==> config.mk <==
export PLATFORM = sky130hd
export DESIGN_NAME = cdr_step_controller
export DESIGN_NICKNAME = d
export VERILOG_FILES = /design/src/rtl/cdr_pkg.sv /design/src/rtl/cdr_vote_accum.sv /design/src/rtl/cdr_step_controller.sv
export SDC_FILE = /design/constraint.sdc
export NUM_CORES = 1
export LEC_CHECK = 0
export CAP_MARGIN = 20
export CORE_MARGIN = 4
export CORE_UTILIZATION = 49
export DETAILED_ROUTE_END_ITERATION = 7
export GPL_TIMING_DRIVEN = 0
export HOLD_SLACK_MARGIN = 0.15
export PLACE_DENSITY = 0.8
export SYNTH_ARGS = -nofsm -noshare
export SYNTH_HDL_FRONTEND = slang
export SYNTH_SLANG_ARGS = --single-unit
==> constraint.sdc <==
create_clock -name ref_clk -period 4.4 [get_ports ref_clk]
set_input_delay 1.32 -clock ref_clk [delete_from_list [all_inputs] [get_ports ref_clk]]
set_output_delay 1.32 -clock ref_clk [all_outputs]
set_load 0.01 [all_outputs]
==> src/rtl/cdr_pkg.sv <==
// Shared types and constants for the CDR step controller: FSM states,
// step direction encoding and the bang-bang vote decode.
package cdr_pkg;

    typedef enum logic [1:0] {
        ACCUM  = 2'd0,
        STEP   = 2'd1,
        SETTLE = 2'd2
    } cdr_state_t;

    typedef logic cdr_dir_t;
    localparam cdr_dir_t DIR_UP = 1'b1;
    localparam cdr_dir_t DIR_DN = 1'b0;

    localparam logic signed [1:0] VOTE_UP   = 2'sb01;
    localparam logic signed [1:0] VOTE_DN   = 2'sb11;
    localparam logic signed [1:0] VOTE_NONE = 2'sb00;

    // Conflicting or absent detector outputs carry no information.
    function automatic logic signed [1:0] vote_decode(input logic early, input logic late);
        logic signed [1:0] v;
        v = VOTE_NONE;
        if (late && !early)
            v = VOTE_UP;
        else if (early && !late)
            v = VOTE_DN;
        return v;
    endfunction

endpackage

==> src/rtl/cdr_vote_accum.sv <==
// Signed early/late vote accumulator with threshold detect; the accumulator
// returns to zero whenever a threshold is reached or the controller is busy.
module cdr_vote_accum
    import cdr_pkg::*;
#(
    parameter int THRESH = 4
) (
    input  logic ref_clk,
    input  logic rst,
    input  logic accept,
    input  logic clear,
    input  logic early,
    input  logic late,
    output logic hit_up,
    output logic hit_dn
);

    localparam int AW = $clog2(THRESH) + 2;
    localparam logic signed [AW-1:0] POS_T = AW'(THRESH);
    localparam logic signed [AW-1:0] NEG_T = -AW'(THRESH);

    logic signed [AW-1:0] acc;
    logic signed [AW-1:0] next_acc;
    logic signed [AW-1:0] delta;

    always_comb begin
        delta    = AW'(vote_decode(early, late));
        next_acc = acc + delta;
    end

    // Threshold is only reachable one vote at a time, so acc stays within +/-THRESH.
    assign hit_up = accept && (next_acc == POS_T);
    assign hit_dn = accept && (next_acc == NEG_T);

    always_ff @(posedge ref_clk) begin
        if (rst || clear)
            acc <= '0;
        else if (accept)
            acc <= (hit_up || hit_dn) ? '0 : next_acc;
    end

endmodule

==> src/rtl/cdr_step_controller.sv <==
// CDR phase-rotator loop controller: vote accumulation, step/settle FSM,
// phase pointer. Optional lock detector enabled by defining CDR_LOCK_DET_EN.
module cdr_step_controller
    import cdr_pkg::*;
#(
    parameter int THRESH     = 4,
    parameter int SETTLE_CYC = 8,
    parameter int NPHASE     = 8,
    parameter int LOCK_CNT   = 4
) (
    input  logic                        ref_clk,
    input  logic                        rst,
    input  logic                        en,
    input  logic                        early,
    input  logic                        late,
    output logic                        inc,
    output logic                        dec,
    output logic                        busy,
    output logic [$clog2(NPHASE)-1:0]   phase_idx,
    output logic                        lock
);

    localparam int PW  = $clog2(NPHASE);
    localparam int SCW = (SETTLE_CYC > 1) ? $clog2(SETTLE_CYC) : 1;
    localparam logic [SCW-1:0] SETTLE_LAST = SCW'(SETTLE_CYC - 1);

    cdr_state_t     state;
    logic [SCW-1:0] settle_cnt;
    logic           accept;
    logic           clear;
    logic           hit_up;
    logic           hit_dn;

    assign accept = (state == ACCUM) && en;
    assign clear  = (state != ACCUM);

    cdr_vote_accum #(
        .THRESH (THRESH)
    ) u_accum (
        .ref_clk (ref_clk),
        .rst     (rst),
        .accept  (accept),
        .clear   (clear),
        .early   (early),
        .late    (late),
        .hit_up  (hit_up),
        .hit_dn  (hit_dn)
    );

    // Step pulses and the phase pointer move on the edge that samples the
    // threshold vote, so the rotator sees the step one cycle after that vote.
    always_ff @(posedge ref_clk) begin
        if (rst) begin
            state      <= ACCUM;
            inc        <= 1'b0;
            dec        <= 1'b0;
            busy       <= 1'b0;
            phase_idx  <= '0;
            settle_cnt <= '0;
        end else begin
            case (state)
                ACCUM: begin
                    if (hit_up || hit_dn) begin
                        state     <= STEP;
                        busy      <= 1'b1;
                        inc       <= hit_up;
                        dec       <= hit_dn;
                        phase_idx <= hit_up ? phase_idx + PW'(1) : phase_idx - PW'(1);
                    end
                end
                STEP: begin
                    state      <= SETTLE;
                    inc        <= 1'b0;
                    dec        <= 1'b0;
                    settle_cnt <= SETTLE_LAST;
                end
                SETTLE: begin
                    if (settle_cnt == '0) begin
                        state <= ACCUM;
                        busy  <= 1'b0;
                    end else begin
                        settle_cnt <= settle_cnt - SCW'(1);
                    end
                end
                default: begin
                    state <= ACCUM;
                    inc   <= 1'b0;
                    dec   <= 1'b0;
                    busy  <= 1'b0;
                end
            endcase
        end
    end

`ifdef CDR_LOCK_DET_EN
    localparam int LW = $clog2(LOCK_CNT + 1);

    logic          step_fire;
    cdr_dir_t      step_dir;
    cdr_dir_t      prev_dir;
    logic          have_prev;
    logic [LW-1:0] alt_cnt;

    assign step_fire = hit_up || hit_dn;
    assign step_dir  = hit_up ? DIR_UP : DIR_DN;

    // The first step after reset has nothing to alternate against.
    always_ff @(posedge ref_clk) begin
        if (rst) begin
            prev_dir  <= DIR_DN;
            have_prev <= 1'b0;
            alt_cnt   <= '0;
            lock      <= 1'b0;
        end else if (step_fire) begin
            prev_dir  <= step_dir;
            have_prev <= 1'b1;
            if (have_prev && (step_dir == prev_dir)) begin
                alt_cnt <= '0;
                lock    <= 1'b0;
            end else if (have_prev) begin
                if (alt_cnt < LW'(LOCK_CNT))
                    alt_cnt <= alt_cnt + LW'(1);
                if (alt_cnt >= LW'(LOCK_CNT - 1))
                    lock <= 1'b1;
            end
        end
    end
`else
    assign lock = 1'b0;
`endif

endmodule

==> results of run 1 <==
how the worst min path moves through the flow:
stage | from | to | depth (start not counted) | slack, ps
6_report | busy$_SDFFE_PP0P_ | busy$_SDFFE_PP0P_ | 2 | 480
5_1_grt | busy$_SDFFE_PP0P_ | busy$_SDFFE_PP0P_ | 2 | 510
4_1_cts | u_accum.acc[0]$_SDFFE_PP0P_ | u_accum.acc[0]$_SDFFE_PP0P_ | 2 | 480
3_5_place_dp | u_accum.acc[0]$_SDFFE_PP0P_ | u_accum.acc[0]$_SDFFE_PP0P_ | 2 | 470
3_3_place_gp | u_accum.acc[0]$_SDFFE_PP0P_ | u_accum.acc[0]$_SDFFE_PP0P_ | 2 | 450
2_1_floorplan | u_accum.acc[2]$_SDFFE_PP0P_ | u_accum.acc[2]$_SDFFE_PP0P_ | 2 | 440
state kept, by name, summed over array words and instances, names as in the netlist:
signal	cells
phase_idx	3
u_accum.acc	4
dec	1
busy	1
state	2
settle_cnt	3
inc	1
logic make-up after synthesis:
| logic type | synth area share [%] |
|---|---|
| AO/OA/AOI/OAI | 23.8 |
| XOR/XNOR | 5.90 |
| other | 0.368 |
| adder cells (fa/ha/maj) | 10.6 |
| flip-flops | 29.5 |
| buffers and inverters | 5.77 |
| AND/OR/NAND/NOR | 24.1 |
cells in the final DEF (no fill, tap or decap), types with 2 or more instances in the layout:
cell             Yosys  final
nand2_1             20     20
dfxtp_1             15     15
a21oi_1             11     10
inv_1                9      7
buf_4                1      7
clkdlybuf4s50_1      0      7
o21ai_0              5      5
nor2_1               6      5
nor3_1               5      4
ha_4                 0      4
clkbuf_1             2      3
ha_1                 7      3
clkbuf_4             0      3
xor2_1               2      2
inv_2                0      2
nor2b_2              1      2
buf_2                1      2
a21oi_2              2      2
xnor2_1              3      2
nor3b_4              1      2
or4_1                2      2
or3_1                2      2
nand3b_1             2      2
a311oi_1             2      2
a2111oi_2            1      2
dlymetal6s2s_1       0      2
worst max-delay path, stage by stage:
cell and delay [ps]:
dlymetal6s2s_1 180, ha_4 290, inv_2 30, ha_4 170, ha_4 160, a21oi_4 150
xnor2_2 150, nand3_2 110, or3_4 420, fa_2 430, nor4_1 390, o21ai_0 220
o311a_1 180, o2111ai_1 90
Yosys cell counts (all sizes together):
| library cell | number | area share, % |
|---|---|---|
| nand2 | 20 | 7.4 |
| dfxtp | 15 | 29 |
| a21oi | 13 | 7.1 |
| inv | 9 | 3.3 |
| ha | 7 | 8.6 |
| nor2 | 6 | 2.2 |
| nor3 | 5 | 2.5 |
| o21ai | 5 | 2.5 |
| a2111oi | 3 | 3.3 |
| clkbuf | 3 | 1.2 |
| or3 | 3 | 2.3 |
| xnor2 | 3 | 2.6 |
| xor2 | 3 | 3.3 |
| a311oi | 2 | 1.7 |
| a31oi | 2 | 2.7 |
| buf | 2 | 1.2 |
| nand3 | 2 | 1.5 |
| nand3b | 2 | 1.5 |
| nor2b | 2 | 1.5 |
| nor3b | 2 | 2.6 |
| o211ai | 2 | 2.0 |
| or4 | 2 | 1.5 |
| a211o | 1 | 0.86 |
| a31o | 1 | 0.86 |
| and2 | 1 | 0.61 |
| conb | 1 | 0.37 |
| fa | 1 | 2.0 |
| nor4 | 1 | 0.61 |
| o2111ai | 1 | 0.86 |
| o211a | 1 | 0.98 |
| o311a | 1 | 0.98 |
timing repair:
action | in CTS | in global routing
setup endpoints to repair | 1 | 1
hold endpoints to repair | 0 | 0
setup buffers | 1 | 5
gates resized for setup | 3 | 24
pin swaps | 0 | 9
final cells by class:
class / instances / area [µm²]
fillers: 157 / 616
multi-input cells: 93 / 787
repair buffers: 15 / 140
flip-flops and latches: 15 / 300
well taps: 27 / 33.8
plain buffers: 5 / 25.0
clock buffers: 4 / 26.3
inverters: 9 / 33.8
power by group through the flow:
stage,sequential [mW],combinational [mW],clock [mW]
after floorplan,0.161,0.0694,0
after global placement,0.159,0.0953,0
after detailed placement,0.160,0.0988,0
after CTS,0.158,0.103,0.0842
after global routing,0.162,0.143,0.0888
final,0.160,0.130,0.0797
routing by layer:
layer	part of all wire, %	wire length [µm]
met5	0	0
met4	4.5	106
met1	41	957
met3	4.8	112
met2	50	1180
==> results.cfg, run 1 <==
[logic_synthesis]
ys_types = 43
synthesis.area_um2 = 1020
ys_ff_latch = 15
yosys_warnings = 0
avgSynthCellArea_um2 = 8.35
ys_seq_area_share_pct = 29.5
syn_inst = 122
synth_nets = 135

[sta]
period_share_pct = 93.0
drv_slew = 0
setup_ws_ps = 306
rsz0062_at_grt = false
finalSetupViolations = 0
timing.setup.tns_ps = 0
hold_violations = 0
finClkSkew_ps = 1.31
fin_worst_hold_slack_ps = 480
max_freq_mhz = 244
final.min_clock_period_ps = 4090

[drt]
first_pass_iters = 4
drtAntennaViolNets = 0
drc = 0
drt-total-wl_um = 2350
drt_iter0_markers = 18
num_vias = 968
viasPerCell = 5.76
wl_per_cell_um = 14.0

[run_status]
status = complete, no violations

[clock_network]
clk_latency_ps = 290
cts-root-buf = clkbuf_4
cts.path.max_buffers = 2
clock_sinks = 15
cts_made_buffers = 3
cts_hold_buf = 0
htreeDepth = 1
cts_tree = done
clk_pin_slew_ps = 90

[worst_setup_path]
cp-endpoint = phase_idx[2]$_SDFFE_PP0P_
crit_path_max_fanout = 5
reg2reg_from = u_accum.acc[1]$_SDFFE_PP0P_
r2r.worst_path.cells = 11
worstSetupStartpoint = early
r2r_slack_ps = 1240
start_kind = input port
crit_required_ps = 4610
rr_endpoint = phase_idx[2]$_SDFFE_PP0P_
crit_path_end_kind = flop
worst-setup-path-type = in -> reg
cp.arrival_ps = 4300

[global_routing]
antenna_found_initial = 0
first_global_vias = 939
grtUsageMet1_pct = 19.2
grtUsageMet3_pct = 4.43
gr-total-overflow = 0
use_met2_pct = 32.0
grt_pass1_wl_um = 3780
grt_max_degree = 11
grt_usage_pct = 18.1
busiest_layer = met2

[floorplan]
start_util_pct = 51.9
die_h_um = 53.6
ios = 12
coreArea_um2 = 1960
dieArea_um2 = 2870
num_rows = 16
die_w_um = 53.6

[power_and_ir_drop]
power_frac_comb_pct = 35.2
power_leakage_nw = 0.503
clockPowerShare_pct = 21.6
p_seq_share_pct = 43.2
p_total_uw = 370
p_int_uw = 241
p_per_area_nw_per_um2 = 275
switching_share_pct = 34.8
p_sw_uw = 129
vdd_ir_drop_max_uv = 177

[final_layout]
syn_to_final_growth_pct = 32.2
drive_gt1_share_pct = 27.0
nNetsFinal = 155
design_area_um2 = 1350
diodes = 0
final_core_util_pct = 68.6
instances_no_fill = 168

[job]
maxCapViolations = 0

[placed_design]
portBuffers = 9
dpl_cell_area_um2 = 1140
pre_cts_ws_ps = -619
dp_hpwl_um = 1570
dp_cells = 158
gp_congestion = 0.825

[hold_path]
hold_path.class = reg -> reg
Note: power is estimated with default switching activity, not from simulation.
==> run 2, diff against run 1 <==
--- a/config.mk
+++ b/config.mk
@@ -6,12 +6,13 @@
 export NUM_CORES = 1
 export LEC_CHECK = 0
 export CAP_MARGIN = 20
+export CORE_ASPECT_RATIO = 1.4
 export CORE_MARGIN = 4
-export CORE_UTILIZATION = 49
+export CORE_UTILIZATION = 55
 export DETAILED_ROUTE_END_ITERATION = 7
 export GPL_TIMING_DRIVEN = 0
 export HOLD_SLACK_MARGIN = 0.15
-export PLACE_DENSITY = 0.8
+export PLACE_DENSITY = 0.85
 export SYNTH_ARGS = -nofsm -noshare
 export SYNTH_HDL_FRONTEND = slang
 export SYNTH_SLANG_ARGS = --single-unit
==> constraint.sdc (replaced) <==
create_clock -name ref_clk -period 4.8 [get_ports ref_clk]
set_input_delay 1.44 -clock ref_clk [delete_from_list [all_inputs] [get_ports ref_clk]]
set_output_delay 1.44 -clock ref_clk [all_outputs]
set_load 0.01 [all_outputs]
==> results.cfg, run 2 (synthesized netlist as in run 1, its figures left out) <==
[run_status]
status = complete, no violations

[final_layout]
n_fill_cell = 151
reg_top3 = u_accum.acc: 4 flops, phase_idx: 3 flops, settle_cnt: 3 flops
design_area_um2 = 1190
nNetsFinal = 151
layout_commonest_cell = nand2_1
instances_no_fill = 157
multi_input_area_um2 = 676
register_area_um2 = 300
final_cell_mix = 20 x nand2_1, 15 x dfxtp_1, 11 x a21oi_1
diodes = 0
final_core_util_pct = 67.8
top_register = u_accum.acc
largest_reg_flops = 4
syn_to_final_growth_pct = 17.0
drive_gt1_share_pct = 16.8

[power_and_ir_drop]
vdd_ir_drop_max_uv = 213
p_sw_uw = 105
power_leakage_nw = 0.461
clockPowerShare_pct = 22.9
p_seq_share_pct = 46.0
p_per_area_nw_per_um2 = 264
power_frac_comb_pct = 31.1
switching_share_pct = 33.3
p_int_uw = 209

[worst_setup_path]
crit_top_cell = ha_1
cp_num_buf_inv = 3
r2r.worst_path.cells = 12
r2r_slack_ps = 1740
cp.arrival_ps = 4840
critPathTopFamily = adder cells
crit_required_ps = 5010
path_cells = clkdlybuf4s50_1 > inv_1 > ha_1 > inv_1 > ha_1 > ha_1 > a21oi_2 > xnor2_1 > nand3_2 > or3_4 > fa_2 > nor3_2 > nand2_1 > a2111oi_2 > a2111oi_2 > o2111ai_1
worstSetupStartpoint = late
slowest_stage = clkdlybuf4s50_1
rr_endpoint = phase_idx[2]$_SDFFE_PP0P_
worst-setup-path-type = in -> reg
crit_path_max_fanout = 6
cp-endpoint = phase_idx[2]$_SDFFE_PP0P_
crit_path_end_kind = flop
start_kind = input port
reg2reg_from = u_accum.acc[1]$_SDFFE_PP0P_
max_stage_delay_ps = 450
path_depth = 16

[clock_network]
clk_latency_ps = 280
cts_tree = done
cts-root-buf = clkbuf_4
htreeDepth = 1
clk_pin_slew_ps = 80
cts.path.max_buffers = 2
cts_made_buffers = 3
cts_hold_buf = 0
clock_sinks = 15

[sta]
hold_violations = 0
finalSetupViolations = 0
max_freq_mhz = 216
rsz0062_at_grt = false
period_share_pct = 96.4
fin_worst_hold_slack_ps = 462
drv_slew = 0
final.min_clock_period_ps = 4630
finClkSkew_ps = 0.355
setup_ws_ps = 174

[global_routing]
antenna_found_initial = 0
grt_max_degree = 11
first_global_vias = 893
grt_usage_pct = 18.6
grt_pass1_wl_um = 3660
gr-total-overflow = 0

[placed_design]
dp_cells = 151
dp_hpwl_um = 1660
portBuffers = 9
gp_congestion = 0.760
pre_cts_ws_ps = -355
dpl_cell_area_um2 = 1130

[drt]
drt-total-wl_um = 2210
drtAntennaViolNets = 0
num_vias = 934
drt_iter0_markers = 34
drc = 0
viasPerCell = 5.95
first_pass_iters = 5
wl_per_cell_um = 14.1

[floorplan]
coreArea_um2 = 1760
dieArea_um2 = 2610
die_w_um = 44.4
start_util_pct = 58.0
ios = 12
die_h_um = 58.9
num_rows = 18

[job]
maxCapViolations = 0

[hold_path]
hold_path.class = reg -> reg
==> run 2: cell type report <==
class | count | area share [%]
plain buffers | 5 | 2.10
clock buffers | 4 | 2.21
inverters | 9 | 2.84
multi-input cells | 93 | 56.7
flip-flops and latches | 15 | 25.2
well taps | 20 | 2.10
repair buffers | 11 | 8.82
==> run 2: worst min-delay path by stage <==
stage / start / end / cells after the start
after floorplan: u_accum.acc[2]$_SDFFE_PP0P_ / u_accum.acc[2]$_SDFFE_PP0P_ / 2
after global placement: u_accum.acc[2]$_SDFFE_PP0P_ / u_accum.acc[2]$_SDFFE_PP0P_ / 2
after detailed placement: u_accum.acc[0]$_SDFFE_PP0P_ / u_accum.acc[0]$_SDFFE_PP0P_ / 2
after CTS: u_accum.acc[0]$_SDFFE_PP0P_ / u_accum.acc[0]$_SDFFE_PP0P_ / 2
after global routing: u_accum.acc[0]$_SDFFE_PP0P_ / u_accum.acc[0]$_SDFFE_PP0P_ / 2
final: u_accum.acc[0]$_SDFFE_PP0P_ / u_accum.acc[0]$_SDFFE_PP0P_ / 2
==> run 2: metrics by stage <==
stage | setup TNS, ps | power (mW)
3_3_place_gp | -223 | 0.234
6_report | 0 | 0.314
2_1_floorplan | 0 | 0.211
5_1_grt | 0 | 0.333
3_5_place_dp | -355 | 0.238
4_1_cts | 0 | 0.310
==> run 2: tightest hold or removal path: stages (launching register included) <==
cell and delay [ps]:
dfxtp_1 320, nand2_1 50, a21oi_1 50
==> run 2: power groups by stage <==
stage          logic, mW  registers [mW]  clock network, mW
2_1_floorplan     0.0636           0.147                  0
3_3_place_gp      0.0880           0.146                  0
3_5_place_dp      0.0912           0.147                  0
4_1_cts           0.0932           0.144             0.0726
5_1_grt            0.109           0.146             0.0784
6_report          0.0978           0.144             0.0718
==> run 2: per-layer routing <==
metal / wire (µm) / vias to the layer above / global-route usage [%]
met2: 1120 / 33 / 32.1
met3: 84 / 14 / 2.45
li1: - / 466 / -
met4: 73 / 0 / 11.2
met1: 931 / 421 / 21.3
met5: 0 / - / 0
==> run 2: what timing repair did <==
| action | in CTS | in global routing |
|---|---|---|
| endpoints found under the setup margin | 1 | 1 |
| setup buffers | 0 | 2 |
| gates resized for setup | 1 | 4 |
| pin swaps | 0 | 1 |
| endpoints found under the hold margin | 0 | 0 |
